$ cat config.mk
export PLATFORM = sky130hd
export DESIGN_NAME = instr_fetch_unit
export DESIGN_NICKNAME = d
export VERILOG_FILES = /design/src/rtl/instr_fetch_unit.sv
export SDC_FILE = /design/constraint.sdc
export NUM_CORES = 1
export LEC_CHECK = 0
export ABC_AREA = 1
export BUFFER_PORTS_ARGS = -buffer_cell sky130_fd_sc_hd__buf_2
export CAP_MARGIN = 20
export CELL_PAD_IN_SITES_DETAIL_PLACEMENT = 1
export CELL_PAD_IN_SITES_GLOBAL_PLACEMENT = 2
export CORE_ASPECT_RATIO = 1.4
export CORE_MARGIN = 1.5
export CORE_UTILIZATION = 26
export DETAILED_ROUTE_END_ITERATION = 12
export MAX_ROUTING_LAYER = met4
export PLACE_DENSITY_LB_ADDON = 0.12
export SKIP_LAST_GASP = 1
export SYNTH_ARGS = -nofsm -noshare
export SYNTH_HDL_FRONTEND = slang
export SYNTH_SLANG_ARGS = --single-unit
$ cat constraint.sdc
create_clock -name clk -period 3 [get_ports clk]
set_clock_uncertainty 0.1 [all_clocks]
set_input_delay 0.15 -clock clk [delete_from_list [all_inputs] [get_ports clk]]
set_output_delay 0.15 -clock clk [all_outputs]
set_load 0.01 [all_outputs]
$ cat src/rtl/instr_fetch_unit.sv
// Instruction fetch stage: owns the PC, fetches one 32-bit word at a time over
// a req/ack handshake, presents it to decode, and redirects or traps on taken
// branches. Outputs come only from registered state, so no input reaches an
// output combinationally.
module instr_fetch_unit #(
   parameter logic [31:0] RESET_PC = 32'h0000_0000
) (
   input  logic        clk,
   input  logic        rst_n,
   input  logic        stall_i,
   input  logic        branch_taken_i,
   input  logic [31:0] branch_target_i,
   output logic        imem_req_o,
   output logic [31:0] imem_addr_o,
   input  logic        imem_ack_i,
   input  logic [31:0] imem_rdata_i,
   output logic        instr_valid_o,
   output logic [31:0] instr_o,
   output logic [6:0]  opcode_o,
   output logic [31:0] pc_o,
   output logic [31:0] pc_plus4_o,
   output logic        fault_o,
   output logic [31:0] retired_o
);

   typedef enum logic [1:0] {
      IDLE  = 2'd0,
      FETCH = 2'd1,
      VALID = 2'd2,
      FAULT = 2'd3
   } state_t;

   state_t      state, state_next;
   logic [31:0] pc, pc_next;
   logic [31:0] instr, instr_next;
   logic        fault, fault_next;
   logic [31:0] retired, retired_next;
   logic [31:0] pc_plus4;

   // Sequential PC; wraps modulo 2^32 with no flag.
   assign pc_plus4 = pc + 32'd4;

   // Next-state and next-register logic for the fetch FSM.
   always_comb begin
      // NOTE: every signal gets a default first so no path leaves it unassigned, which would infer a latch.
      state_next   = state;
      pc_next      = pc;
      instr_next   = instr;
      fault_next   = fault;
      retired_next = retired;
      case (state)
         IDLE: begin
            state_next = FETCH;
         end
         FETCH: begin
            // Address is held at pc until memory acknowledges.
            if (imem_ack_i) begin
               instr_next = imem_rdata_i;
               state_next = VALID;
            end
         end
         VALID: begin
            // A stalled instruction is frozen; branch_taken_i is ignored until consumed.
            if (!stall_i) begin
               retired_next = retired + 32'd1;
               if (!branch_taken_i) begin
                  pc_next    = pc_plus4;
                  state_next = FETCH;
               end else if (branch_target_i[1:0] == 2'b00) begin
                  pc_next    = branch_target_i;
                  state_next = FETCH;
               end else begin
                  // Misaligned target: keep pc of the offending instruction and trap.
                  fault_next = 1'b1;
                  state_next = FAULT;
               end
            end
         end
         FAULT: begin
            // Terminal until reset; memory acks here are ignored.
            state_next = FAULT;
         end
         default: begin
            state_next = IDLE;
         end
      endcase
   end

   // State and datapath registers with synchronous active-low reset.
   always_ff @(posedge clk) begin
      // NOTE: sequential state uses non-blocking assignments so all registers update together on the edge.
      if (!rst_n) begin
         state   <= IDLE;
         pc      <= RESET_PC;
         instr   <= 32'h0000_0000;
         fault   <= 1'b0;
         retired <= 32'h0000_0000;
      end else begin
         state   <= state_next;
         pc      <= pc_next;
         instr   <= instr_next;
         fault   <= fault_next;
         retired <= retired_next;
      end
   end

   // Outputs decoded from registered state only.
   assign imem_req_o    = (state == FETCH);
   assign imem_addr_o   = pc;
   assign instr_valid_o = (state == VALID);
   assign instr_o       = instr;
   assign opcode_o      = instr[6:0];
   assign pc_o          = pc;
   assign pc_plus4_o    = pc_plus4;
   assign fault_o       = fault;
   assign retired_o     = retired;

endmodule

# Word-level counts from Yosys, hierarchy flattened

Index checks and enable logic that the tools add are counted.

Memory bits (writable): 0
Bits of input ports: 69
Output and inout bits: 170
Memories: 0
Word-level logic and storage cells: 29
Memory bits (read-only): 0
Register bits: 99
Bits in latches: 0

$mul: 0
Divide/modulo/power cells: 0
Muxes and demuxes: 7
Reduce and logical (&&, ||, !) cells: 7
Equality and inequality tests: 6
Shifts and indexed selects: 0
Add/sub/neg operators: 2
Order comparisons: 0
Bitwise gates (word level): 2

Operator list:

| operator                                            | count |
|---|---|
| two-way mux 32 bit                                  | 2 |
| adder 32 x 1 -> 32 bit, second input constant       | 1 |
| adder 32 x 3 -> 32 bit, second input constant       | 1 |
| two-way mux 2 bit                                   | 4 |
| one-hot mux 2 bit (4 select lines)                  | 1 |
| AND reduction 2 bit                                 | 3 |
| equality test 2 bit, second input constant          | 2 |
| logical NOT 2 bit                                   | 2 |
| != test 2 x 1 -> 1 bit, second input constant       | 2 |
| AND reduction 4 bit                                 | 1 |
| AND reduction 3 bit                                 | 1 |
| equality test 2 x 1 -> 1 bit, second input constant | 1 |
| != test 2 bit, second input constant                | 1 |
| NOT 1 bit                                           | 2 |

# Logic depth before layout (Yosys ltp)

Depth after elaboration: 5
Mapped depth: 10
Gate-level depth less buffers: 10

# Worst setup path before layout

Ideal clock, no wire load.

Path type: reg-to-reg
Start point: register pc[3] (netlist: imem_addr_o[3])
End point: register pc[14] (netlist: imem_addr_o[14])
Path buffers: 0
Cell stages (with the launch flop): 9
Data arrival time: 1.537 ns
Period minus slack after synthesis: 1.707 ns
Library setup time: 0.070 ns
Data required time: 2.830 ns
Slack: 1.293 ns
Path through: dfxtp_1 ha_1 nand2_1 nor2_4 nand2_4 nor2_2 xor2_1 nand2_1 a21oi_1

Longest elaborated chain between the ends: 2

Ends and longest elaborated chain:

| what                   | line | source |
|---|---|---|
| from (decl)            | 34   | `logic [31:0] pc, pc_next;` |
| from (signal assigned) | 100  | `pc <= pc_next;` |
| adder 32 x 3 -> 32 bit | 41   | `assign pc_plus4 = pc + 32'd4;` |
| via pc_plus4_o[14]     | 21   | `output logic [31:0] pc_plus4_o,` |
| two-way mux 32 bit     | 66   | `if (!branch_taken_i) begin` |

The timed path passes the listed nets, and every way through them passes these cells.
A chain may end at the register's enable or synchronous reset.

# Worst setup path after layout

Start point: register pc[3] (netlist: imem_addr_o[3])
End point: output pc_plus4_o[26]

Longest elaborated chain between the ends: 1

Ends and longest elaborated chain:

| what                   | line |
|---|---|
| adder 32 x 3 -> 32 bit | 41 |
| to (decl)              | 21 |

Every way passes these cells.

==> run summary <==
I/O pins - 239
LEAKAGE - 3.54 nW
Critical path data required time - 2.75 ns
Footprint of the flip-flops and latches - 1980 sq um
# DRC - 0
Drt first pass iters - 4
Setup Fix Bufs, Post-CTS - 0
Clock root buffer master - sky130_fd_sc_hd__clkbuf_16
Iteration-0 DRC count of the detailed router - 193
Number of failing hold endpoints at the final stage - 0
Worst Max-Slew Pin Slew - 0.788 ns
Startpoint-to-endpoint class of the critical path - flip-flop to primary output
Latest clock arrival within the worst-skew pair - 0.36 ns
Max capacitance violation total - 0
Max Clk Rate - 436 MHz
Number of warnings reported in the yosys synthesis log - 0
Sequential fraction of the synthesis area - 0.355
First-pass GRT wire length - 33.3 mm
Y dimension of the die - 176 um
Crit path launch type - flip-flop
Overall power - 0.00288 W
Run status - complete, no violations
Average wire per standard cell - 16.0 um
Via Count - 6127
Overall routing resource usage - 0.198
Number of flops mapped to enable cells by yosys - 0
Asr flop ratio synth - 0
Overflow left after global routing - 0
Slew Limit Headroom - 0.474
Total length of routed wires - 21.6 mm
Number of cell rows - 63
Core Footprint - 21100 sq um
Peak ir drop on the vdd network - 0.242 mV
Setup Viol. Count Final - 0
Cell area after layout - 7630 sq um
Count of H-tree levels built during CTS - 3
Top area cells in the synthesized netlist - sky130_fd_sc_hd__dfxtp_1, sky130_fd_sc_hd__nand2_1, sky130_fd_sc_hd__a21oi_1
Ant diodes - 0
Final core utilization - 0.361
Relative contribution of sequential cells to total power - 0.472
Die Footprint - 22400 sq um
Crit end category - primary output
Count of clock tree sinks - 99
Multi-input logic area - 2910 sq um
Mapped Avg Cell Area - 6.68 sq um
Hold buffer count at CTS - 61
Port buffer count - 238
Clock Power Share - 0.425
Number of clock buffers inserted by TritonCTS - 9
Top flip-flop cell by instance count after synthesis - sky130_fd_sc_hd__dfxtp_1
Effective utilization at floorplan - 0.264
PwrDens - 378 nW/um^2
Gate Count Post-Synth - 835
Top fanout value on the critical path - 5
DP Wirelength - 15.8 mm
Area growth syn-to-layout - 36.7%
Layout cell share with drive strength beyond 1 - 0.275
Fraction of the cycle the final worst path needs - 0.764
Final GP Congestion - 0.771
Number of flip-flops and latches in the synthesized netlist - 99
Data arrival time of the worst path - 2.04 ns
Clock Path Buffers - 2
Antenna violation net count after detailed routing - 0
TritonCTS clock tree - yes
Number of nets at the end of the flow - 1155
Internal power contribution - 0.00213 W
Fill cells - 2749
X dimension of the die - 127 um
Pin count of the biggest net entering global routing - 53
Reg clk slew, reported paths - 0.08 ns
Total count of max-transition violations in the final report - 0
Proportion of total power due to net switching - 0.259
Number of vias per cell after detailed routing - 4.54
Via count of the first global-routing pass - 6164
Setup repair after global routing missed its margin - no
Netlist Area Pre-Place - 5580 sq um
Post-Route Setup TNS - 0 ns
Initial antenna violation count - 0
Top-area cell type share of the netlist area - 0.355
Dpl cell area - 6720 sq um
Post-synth top area cell - sky130_fd_sc_hd__dfxtp_1
Number of distinct library cell variants in the gate-level netlist after synthesis - 34
Tightest Hold Check Type - primary input to flip-flop
Combinational group share of total power - 0.103
Post-CTS Resized - 0
Nets in the synthesized netlist - 906
Power dissipated by switching net loads - 0.000747 W
Shortest period the worst path allows - 2.29 ns
## cells in the mapped netlist, types with 4 or more instances
| cell | count |
|---|---|
| sky130_fd_sc_hd__nand2_1 | 274 |
| sky130_fd_sc_hd__dfxtp_1 | 99 |
| sky130_fd_sc_hd__nor2_1 | 99 |
| sky130_fd_sc_hd__a21oi_1 | 76 |
| sky130_fd_sc_hd__inv_1 | 62 |
| sky130_fd_sc_hd__buf_4 | 42 |
| sky130_fd_sc_hd__nand3_1 | 36 |
| sky130_fd_sc_hd__a22oi_1 | 25 |
| sky130_fd_sc_hd__clkbuf_1 | 12 |
| sky130_fd_sc_hd__buf_2 | 10 |
| sky130_fd_sc_hd__o21ai_0 | 10 |
| sky130_fd_sc_hd__and2_1 | 8 |
| sky130_fd_sc_hd__nand4_1 | 8 |
| sky130_fd_sc_hd__nor2_4 | 8 |
| sky130_fd_sc_hd__xor2_1 | 8 |
| sky130_fd_sc_hd__nand2_2 | 7 |
| sky130_fd_sc_hd__nor2_2 | 7 |
| sky130_fd_sc_hd__xnor2_1 | 5 |
| sky130_fd_sc_hd__xor2_2 | 5 |
| sky130_fd_sc_hd__inv_2 | 4 |
| sky130_fd_sc_hd__nand3b_1 | 4 |
| sky130_fd_sc_hd__nor3_1 | 4 |
## critical path, cell delays in order (launching register included)
cell                      delay [ns]
sky130_fd_sc_hd__dfxtp_1        0.42
sky130_fd_sc_hd__ha_1           0.21
sky130_fd_sc_hd__nand2_1        0.10
sky130_fd_sc_hd__nor2_4         0.16
sky130_fd_sc_hd__nand2_4        0.11
sky130_fd_sc_hd__nor2_4         0.23
sky130_fd_sc_hd__nand3_1        0.12
sky130_fd_sc_hd__and2_1         0.19
sky130_fd_sc_hd__buf_2          0.14
## layer usage
metal	part of all wire	track usage	up-vias
met3	0.032	0.0294	23
met5	0	-	-
met2	0.55	0.383	140
met4	0.022	0.0587	0
met1	0.39	0.204	2853
li1	-	-	3111
## cell usage in the layout (no fill, tap or decap), drive strengths merged
master	instances
o21a	1
xnor2	5
clkinv	3
ha	2
nor3b	2
and3	2
clkinvlp	1
nand3b	4
a31oi	3
nand2	283
nor2	117
inv	67
o21ai	11
dlygate4sd3	61
bufinv	1
nor3	4
buf	245
o21bai	1
nand4	9
and2	8
a22oi	25
a21oi	76
clkbuf	10
nand3	36
xor2	13
dfxtp	99
## kinds of logic (layout without fill, tap and decap cells)
logic type      count (synthesis)  count (layout)  synth area share
compound gates                117             117             0.118
xor+xnor                       18              18            0.0350
fa+ha+maj                       2               2           0.00449
buf+inv                       134             388             0.123
flops                          99              99             0.355
simple gates                  465             465             0.364
## power groups by stage
stage	combinational, W	clock [W]	sequential, W
finish	0.000296	0.00122	0.00136
global route	0.000327	0.00133	0.00137
CTS	0.000300	0.00129	0.00136
detailed placement	0.000235	0	0.00139
global placement	0.000235	0	0.00139
floorplan	0.000108	0	0.00140
## final timing paths
kind,to,startpoint,cells past startpoint,slack [ns]
setup / recovery,pc_plus4_o[26],imem_addr_o[3]$_SDFFE_PN0P_,8,0.71
hold / removal,state[1]$_SDFFE_PN0P_,imem_ack_i,4,0.11
setup reg to reg,retired_o[22]$_SDFFE_PN0P_,retired_o[0]$_SDFFE_PN0P_,8,0.99
hold reg to reg,instr_o[14]$_SDFFE_PN0P_,instr_o[14]$_SDFFE_PN0P_,2,0.36
## per-stage QoR
| step | setup WS, ns | hold WS, ns | instances |
|---|---|---|---|
| 2_1_floorplan | 1.29 | 0.188 | 835 |
| 3_3_place_gp | 1.04 | 0.303 | 1272 |
| 3_5_place_dp | 0.971 | 0.308 | 1272 |
| 4_1_cts | 0.648 | 0.0935 | 1349 |
| 5_1_grt | 0.548 | 0.160 | 1349 |
| 6_report | 0.709 | 0.107 | 1349 |
## area by class of cell
cell class	instances	share of cell area
Timing Repair Buffer	306	0.245
Multi-Input combinational cell	602	0.382
Clock buffer	10	0.0300
Clock inverter	6	0.00853
Sequential cell	99	0.260
Tap cell	260	0.0427
Inverter	66	0.0325
## sequential cells by signal (all words and copies together), names as in the netlist
register     count
imem_addr_o     32
instr_o         32
retired_o       32
state            2
fault_o          1
Power figures use the tool's default switching activity.
